### src/rtl/binary_clock_top.sv
// Binary clock: divides the board clock to a 1 Hz tick, keeps 24-hour BCD time
// and shows one selected BCD digit on four LEDs.
module binary_clock_top #(
    parameter int unsigned CLK_DIV     = 12000000,
    parameter int unsigned DISPLAY_SEL = 0
) (
    input  logic clk,
    input  logic rst_n,
    output logic led1,
    output logic led2,
    output logic led3,
    output logic led4
);

    localparam int unsigned CW = (CLK_DIV > 1) ? $clog2(CLK_DIV) : 1;
    localparam logic [CW-1:0] CNT_MAX = CW'(CLK_DIV - 1);

    logic [CW-1:0] cnt_q, cnt_d;
    logic          tick;

    logic [3:0] sec_u_q, sec_u_d;
    logic [2:0] sec_t_q, sec_t_d;
    logic [3:0] min_u_q, min_u_d;
    logic [2:0] min_t_q, min_t_d;
    logic [3:0] hr_u_q, hr_u_d;
    logic [1:0] hr_t_q, hr_t_d;

    logic [3:0] digit;

    // Gated by rst_n so tick reads 0 during reset even when CLK_DIV = 1.
    assign tick = rst_n && (cnt_q == CNT_MAX);

    always_comb begin
        cnt_d = tick ? '0 : cnt_q + 1'b1;
    end

    // Whole carry chain resolves in one pass, so only legal BCD reaches the registers.
    always_comb begin
        sec_u_d = sec_u_q;
        sec_t_d = sec_t_q;
        min_u_d = min_u_q;
        min_t_d = min_t_q;
        hr_u_d  = hr_u_q;
        hr_t_d  = hr_t_q;
        if (tick) begin
            if (sec_u_q != 4'd9) begin
                sec_u_d = sec_u_q + 4'd1;
            end else begin
                sec_u_d = 4'd0;
                if (sec_t_q != 3'd5) begin
                    sec_t_d = sec_t_q + 3'd1;
                end else begin
                    sec_t_d = 3'd0;
                    if (min_u_q != 4'd9) begin
                        min_u_d = min_u_q + 4'd1;
                    end else begin
                        min_u_d = 4'd0;
                        if (min_t_q != 3'd5) begin
                            min_t_d = min_t_q + 3'd1;
                        end else begin
                            min_t_d = 3'd0;
                            if (hr_t_q == 2'd2 && hr_u_q == 4'd3) begin
                                hr_t_d = 2'd0;
                                hr_u_d = 4'd0;
                            end else if (hr_u_q == 4'd9) begin
                                hr_u_d = 4'd0;
                                hr_t_d = hr_t_q + 2'd1;
                            end else begin
                                hr_u_d = hr_u_q + 4'd1;
                            end
                        end
                    end
                end
            end
        end
    end

    always_ff @(posedge clk) begin
        if (!rst_n) begin
            cnt_q   <= '0;
            sec_u_q <= 4'd0;
            sec_t_q <= 3'd0;
            min_u_q <= 4'd0;
            min_t_q <= 3'd0;
            hr_u_q  <= 4'd0;
            hr_t_q  <= 2'd0;
        end else begin
            cnt_q   <= cnt_d;
            sec_u_q <= sec_u_d;
            sec_t_q <= sec_t_d;
            min_u_q <= min_u_d;
            min_t_q <= min_t_d;
            hr_u_q  <= hr_u_d;
            hr_t_q  <= hr_t_d;
        end
    end

    always_comb begin
        digit = 4'd0;
        case (DISPLAY_SEL)
            0:       digit = sec_u_q;
            1:       digit = {1'b0, sec_t_q};
            2:       digit = min_u_q;
            3:       digit = {1'b0, min_t_q};
            4:       digit = hr_u_q;
            5:       digit = {2'b00, hr_t_q};
            default: digit = 4'd0;
        endcase
    end

    assign {led4, led3, led2, led1} = digit;

endmodule

### config.mk
export PLATFORM = sky130hd
export DESIGN_NAME = binary_clock_top
export DESIGN_NICKNAME = d
export VERILOG_FILES = /design/src/rtl/binary_clock_top.sv
export SDC_FILE = /design/constraint.sdc
export NUM_CORES = 1
export LEC_CHECK = 0
export CAP_MARGIN = 20
export CORE_MARGIN = 2
export CORE_UTILIZATION = 23
export CTS_CLUSTER_DIAMETER = 60
export DETAILED_ROUTE_END_ITERATION = 16
export SLEW_MARGIN = 20
export SYNTH_ARGS = -nofsm -noshare
export SYNTH_HDL_FRONTEND = slang
export SYNTH_SLANG_ARGS = --single-unit
### constraint.sdc
create_clock -name clk -period 2.2 [get_ports clk]
set_input_delay 0.33 -clock clk [delete_from_list [all_inputs] [get_ports clk]]
set_output_delay 0.33 -clock clk [all_outputs]
set_load 0.02 [all_outputs]
### After elaboration in Yosys (flattened, before gate mapping)

Index checks and enable logic that the tools add are counted.

| word-level totals | value |
|---|---|
| word-level logic and storage cells | 10 |
| input bits | 2 |
| register bits after elaboration | 28 |
| output and inout port bits | 4 |

| cells by class | value |
|---|---|
| equal/unequal tests | 2 |
| reduce and logical (&&, ||, !) cells | 2 |
| add/subtract/negate cells | 2 |
| muxes and demuxes | 1 |
| bitwise logic cells | 1 |

Operator list:

| kind | count |
|---|---|
| adder 24 x 1 -> 24 bit (second input constant) | 1 |
| == test 24 bit (second input constant) | 1 |
| adder 4 x 1 -> 4 bit (second input constant) | 1 |
| 2-to-1 mux 4 bit | 1 |
| != test 4 bit (second input constant) | 1 |
| OR reduction 2 bit | 1 |
| logical AND 1 bit | 1 |
| inverter 1 bit | 1 |

### Logic depth before layout (Yosys ltp)

Gate-level depths: netlist of the first run.

| depth | value |
|---|---|
| depth in word-level cells | 3 |
| mapped depth | 6 |
| mapped depth without buffers | 5 |

### Worst setup path before layout of the first run

No wires, ideal clock.

| timing | value |
|---|---|
| path type | reg2reg |
| from | register cnt_q[0] |
| to | register sec_u_q[1], in the netlist digit[1] |
| slack | 0.253 ns |
| buffers on the path | 0 |
| setup time | 0.070 ns |
| period minus slack after synthesis | 1.947 ns |
| required time | 2.130 ns |
| arrival | 1.877 ns |
| stages on the path, launching flop included | 6 |
| path through | dfxtp_1 > ha_1 > nand4_2 > or4_4 > or4_1 > a21oi_1 |

| on the way | value |
|---|---|
| cells in the longest elaborated chain, start to end | 2 |

RTL lines:

| what | line | source |
|---|---|---|
| start, declared | 18 | `logic [CW-1:0] cnt_q, cnt_d;` |
| start signal, assigned | 88 | `cnt_q <= cnt_d;` |
| == test 24 bit | 31 | `assign tick = rst_n && (cnt_q == CNT_MAX);` |
| logical AND 1 bit | 31 |  |
| end signal, assigned | 89 | `sec_u_q <= sec_u_d;` |
| end, declared | 21 | `logic [3:0] sec_u_q, sec_u_d;` |

No other way between the ends.
A chain may end at the register's enable or synchronous reset.

### Final worst setup path of the first run

Same ends and word-level chain as after synthesis.

==> results of run 1 <==
state kept, by name, summed over array words and instances, names as in the netlist:
| signal | flops |
|---|---|
| digit | 4 |
| cnt_q | 24 |
worst register-to-register path: cells and delay by family (launching register included):
| kind | cells | cell delay, ns |
|---|---|---|
| and+or+nand+nor | 3 | 1.29 |
| AOI/OAI and AO/OA | 1 | 0.14 |
| adders and majority gates | 1 | 0.24 |
| DFF | 1 | 0.36 |
synth_stat cells:
cell type	count
and3b_1	1
o31ai_1	6
xor2_1	2
and3_1	1
nor4_1	4
nand3b_1	1
o21ai_0	5
or3_1	6
or2_2	1
o41ai_1	2
xnor2_1	11
dfxtp_1	28
a21oi_2	2
buf_2	3
nand4_2	2
nor2b_1	1
nand2_1	7
a21oi_1	11
o21ai_1	1
inv_1	6
clkbuf_1	1
nor2_1	20
nand4_1	4
a31oi_1	1
or4_4	3
ha_1	1
or4b_1	2
nor3_1	4
or4_1	6
nor4bb_1	1
nand3_1	10
buf_6	1
stage by stage:
step | setup slack [ns] | hold slack [ns] | std cells
6_report | 0.108 | 0.458 | 234
3_5_place_dp | 0.131 | 0.446 | 230
2_1_floorplan | 0.253 | 0.418 | 155
3_3_place_gp | 0.162 | 0.431 | 230
4_1_cts | 0.105 | 0.462 | 234
5_1_grt | 0.0116 | 0.504 | 234
worst min path at each step:
stage	cells after the start	start	end
after floorplan	1	cnt_q[0]	cnt_q[0]
after global placement	1	cnt_q[0]	cnt_q[0]
after detailed placement	1	cnt_q[0]	cnt_q[0]
after CTS	1	cnt_q[0]	cnt_q[0]
after global routing	1	cnt_q[0]	cnt_q[0]
final	1	cnt_q[0]	cnt_q[0]
cells by family after synthesis:
family / share of synthesized area (%)
adder cells (fa/ha/maj): 0.934
AND/OR/NAND/NOR: 32.0
flip-flops: 41.9
XOR/XNOR: 8.50
AO/OA/AOI/OAI: 12.8
buffers and inverters: 3.92
where the power goes:
part | total (W) | switching [W] | internal (W)
logic | 0.0000237 | 0.0000137 | 0.00000996
clock network | 0.000323 | 0.000163 | 0.000160
registers | 0.000515 | 0.00000381 | 0.000511
per-layer routing:
metal	up-vias	track usage [%]	routed length (um)
li1	585	-	-
met1	498	12.6	1430
met2	9	14.0	1060
met3	5	2.36	63
met4	0	4.07	46
met5	-	0	0
area by class of cell:
class                      instances  area share (%)
clock buffer                       4            3.58
sequential                        28            36.4
timing repair buffer               8            5.53
multi-input combinational        116            47.2
inverter                           6            1.46
tap                               72            5.85
==> metrics.md, run 1 <==
| Metric | Value |
|---|---|
| Status | `completed` |
| Max-Cap Viols | `0` |
| Vias in the first global route | `1,080` |
| Slew @ Worst Pin | `0.327 ns` |
| Syn avg cell area | `8.64 um^2` |
| GR Overflow Total | `0` |
| Total number of H-tree levels | `1` |
| Area occupied by multi-input gates | `726 um^2` |
| Critical-path cell list | `ha_1, nand4_2, or4_4, or4_1, a21oi_1` |
| Nets | `166` |
| RSZ-0062 raised after global routing | `no` |
| Routed Antenna Nets | `0` |
| Sequential cell area | `561 um^2` |
| IR drop worst, VDD | `0.252 mV` |
| Buf/Inv on CP | `0` |
| Clock slew seen by the registers of the worst setup and hold paths | `0.09 ns` |
| CP Capture Type | `flop` |
| Library cells used by synthesis | `32` |
| WL/cell | `11.1 um` |
| Synthesized cell area | `1340 um^2` |
| Rel. slew slack | `78.0%` |
| Minimum clock period | `2.09 ns` |
| Commonest non-fill, non-tap cell in the layout | `dfxtp_1` |
| 1st-pass router iterations | `4` |
| All-Layer GR Usage | `9.34%` |
| Row count | `27` |
| FF-to-FF setup slack | `0.11 ns` |
| Vias per cell | `4.69` |
| Commonest cells after routing, fill and taps aside | `28 x dfxtp_1, 20 x nor2_1, 11 x xnor2_1, 11 x a21oi_1, 10 x nand3_1` |
| CP peak stage delay | `0.59 ns` |
| Fmax | `478 MHz` |
| Root Driver | `clkbuf_8` |
| Post-synthesis sequential area ratio | `41.9%` |
| Leakage power | `0.436 nW` |
| RR Startpoint | `cnt_q[0]` |
| Fill cell count | `604` |
| Yosys top cell by area | `dfxtp_1` |
| Chip height | `80.3 um` |
| Largest net degree at the start of global routing | `22` |
| Worst-Skew Late Latency | `0.28 ns` |
| Syn nets | `158` |
| Reg2Reg Depth | `5` |
| Worst-path maximum fanout | `7` |
| Drt first-iter violations | `61` |
| Reg-to-reg endpoint | `digit[1]` |
| Syn Inst Count | `155` |
| CP arrival | `2.31 ns` |
| Core Footprint | `5570 um^2` |
| Clk buf depth | `2` |
| Area growth, synth to finish | `15.0%` |
| Critical path's top delay family | `simple AND/OR/NAND/NOR gates` |
| Cts hold-fix bufs | `0` |
| Final worst clock skew | `0.00284 ns` |
| Overall power | `0.000862 W` |
| Initial antenna violation count | `0` |
| Final wirelength | `2.60 mm` |
| Data required, critical path | `2.42 ns` |
| WS Path Type | `flop to flop` |
| DRC viols | `0` |
| Total negative slack | `0 ns` |
| IO buf count | `5` |
| Ys Warns | `0` |
| Ant. Diodes | `0` |
| P per Cell Area | `560 nW/um^2` |
| Final worst-path cycle share | `95.1%` |
| First-pass GRT wire length | `4.78 mm` |
| Worst setup path end | `digit[1]` |
| Hold crit path type | `flop to flop` |
| Initial Util | `24.0%` |
| Crit start category | `flop` |
| Setup Viol. Count Final | `0` |
| CTS tree | `yes` |
| Critical path depth | `5` |
| Sink Count | `28` |
| CP Launch Point | `cnt_q[0]` |
| GPL Wtd Cong | `0.758` |
| Full die area | `6450 um^2` |
| Critical path's slowest cell | `or4_4` |
| Yosys top cell area share | `41.9%` |
| Total CTS buffers | `3` |
| Max Slew Vio Count | `0` |
| Seq cells post-synth | `28` |
| Synth area leaders | `dfxtp_1 42%, xnor2_1 7.2%, nor2_1 5.6%` |
| Post-DP Area | `1480 um^2` |
| Post-CTS Setup Inserts | `0` |
| Layout cells sized above 1 | `9.26%` |
| Layout Utilization | `27.6%` |
| Cell area after layout | `1540 um^2` |
| Num ports | `6` |
| Die W | `80.3 um` |
| Cts repair resizes | `0` |
| Final Hold Fails | `0` |
| Dpl hpwl | `1.85 mm` |
| Vias | `1,097` |
No activity file was read; power rests on OpenSTA's default activity.
==> run 2: changes to the inputs <==
Settings changed: CORE_MARGIN 2 to unset.
==> run 2 against run 1 <==
  * Flip-flop and latch count is the same
  * Sequential power is essentially flat
  * Largest power group unchanged
  * Setup slack gained 0.071 ns
  * Wire length shrank 0.39%
  * Combinational power grew 4%
  * Critical path depth is the same
  * Critical endpoint unchanged
  * Core utilization shrank 0.11 points
  * Clock skew is essentially flat
  * Highest routed layer unchanged
  * Via count grew 3.7%
  * Total power shrank 5.3%
  * Hold slack lost 0.0092 ns
  * Global-route usage grew 0.20 points
==> metrics.md, run 2 (synthesized netlist as in run 1, its figures left out) <==
| Metric | Value |
|---|---|
| Status | `completed` |
| WL/cell | `11.1 um` |
| Layout cells sized above 1 | `9.26%` |
| 1st-pass router iterations | `4` |
| Final worst clock skew | `0.00273 ns` |
| Root Driver | `clkbuf_8` |
| All-Layer GR Usage | `9.55%` |
| Worst-path maximum fanout | `7` |
| Core Footprint | `5570 um^2` |
| Drt first-iter violations | `133` |
| Leakage power | `0.435 nW` |
| Commonest cells after routing, fill and taps aside | `28 x dfxtp_1, 20 x nor2_1, 11 x xnor2_1, 11 x a21oi_1, 10 x nand3_1` |
| Vias in the first global route | `1,021` |
| Hold crit path type | `flop to flop` |
| Commonest non-fill, non-tap cell in the layout | `dfxtp_1` |
| Max Slew Vio Count | `0` |
| P per Cell Area | `532 nW/um^2` |
| Rel. slew slack | `78.0%` |
| Dpl hpwl | `1.79 mm` |
| Largest register FFs | `24` |
| CTS tree | `yes` |
| Cell area after layout | `1530 um^2` |
| Finished Layout Cells | `234` |
| Biggest register | `cnt_q` |
| IR drop worst, VDD | `0.188 mV` |
| DRC viols | `0` |
| IO buf count | `5` |
| Setup WS post-layout | `0.179 ns` |
| Row count | `27` |
| GR Overflow Total | `0` |
| Clk buf depth | `2` |
| Total CTS buffers | `3` |
| Final Hold Fails | `0` |
| Vias | `1,138` |
| Total negative slack | `0 ns` |
| Cts hold-fix bufs | `0` |
| Die W | `78.3 um` |
| Routed Antenna Nets | `0` |
| Num ports | `6` |
| Vias per cell | `4.86` |
| Chip height | `78.3 um` |
| CP arrival | `2.24 ns` |
| Clock slew seen by the registers of the worst setup and hold paths | `0.09 ns` |
| Slew @ Worst Pin | `0.331 ns` |
| RSZ-0062 raised after global routing | `no` |
| Nets | `167` |
| Largest net degree at the start of global routing | `22` |
| Minimum clock period | `2.02 ns` |
| Initial antenna violation count | `0` |
| Post-DP Area | `1490 um^2` |
| Post-CTS Setup Inserts | `0` |
| Initial Util | `24.0%` |
| WS Path Type | `flop to flop` |
| Cts repair resizes | `0` |
| Pre-CTS setup slack | `0.203 ns` |
| Final worst-path cycle share | `91.9%` |
| # placed instances | `231` |
| Setup Viol. Count Final | `0` |
| First-pass GRT wire length | `4.71 mm` |
| Final wirelength | `2.59 mm` |
| Crit start category | `flop` |
| Total number of H-tree levels | `1` |
| CP Capture Type | `flop` |
| Full die area | `6130 um^2` |
| Max-Cap Viols | `0` |
| GPL Wtd Cong | `0.732` |
| Sink Count | `28` |
| Fmax | `495 MHz` |
| Ant. Diodes | `0` |
| Worst-Skew Late Latency | `0.27 ns` |
| Area growth, synth to finish | `14.5%` |
| Data required, critical path | `2.41 ns` |
## run 2: cell types whose count changed in the layout (fill, tap and decap cells not counted)
cell and delta:
clkbuf_8 -1, buf_4 +1
## run 2: worst max-delay path: stages (launching register included)
cell     delay, ns
dfxtp_1       0.36
ha_1          0.18
nand4_2       0.20
or4_4         0.60
or4_1         0.47
a21oi_1       0.14
## run 2: through the flow
stage               total power [W]  hold slack, ns  util [%]
floorplan                  0.000541           0.418         -
global placement           0.000552           0.430      26.8
detailed placement         0.000552           0.439      26.8
CTS                        0.000829           0.455      27.5
global route               0.000854           0.510      27.5
finish                     0.000816           0.449      27.5
## run 2: per-layer routing
metal | routed length (um) | global-route usage [%] | vias up
met5 | 0 | 0 | -
met4 | 45 | 3.89 | 0
met3 | 85 | 2.21 | 5
met2 | 1100 | 13.7 | 15
met1 | 1360 | 13.6 | 532
li1 | - | - | 586
## run 2: cell type report
type                            instances  area, um^2
Fill cell                             608        4040
Multi-Input combinational cell        116         726
Sequential cell                        28         561
Timing Repair Buffer                    9        92.6
Tap cell                               72        90.1
Clock buffer                            3        41.3
Inverter                                6        22.5
## run 2: final timing paths
kind              startpoint  endpoint  slack, ns  cells past startpoint
hold reg to reg     cnt_q[0]  cnt_q[0]       0.45                      1
setup reg to reg    cnt_q[0]  digit[1]       0.18                      5
hold / removal      cnt_q[0]  cnt_q[0]       0.45                      1
setup / recovery    cnt_q[0]  digit[1]       0.18                      5
## run 2: power breakdown
group          leakage [nW]  internal (W)  switching, W
clock                0.0216      0.000123      0.000153
combinational         0.187     0.0000110     0.0000138
sequential            0.226      0.000511    0.00000407
==> run 3: changes to the inputs <==
Settings changed: SKIP_LAST_GASP set to 1.
==> results of run 3 <==
Same layout as run 2: the final DEF is identical, and so are final timing and power.
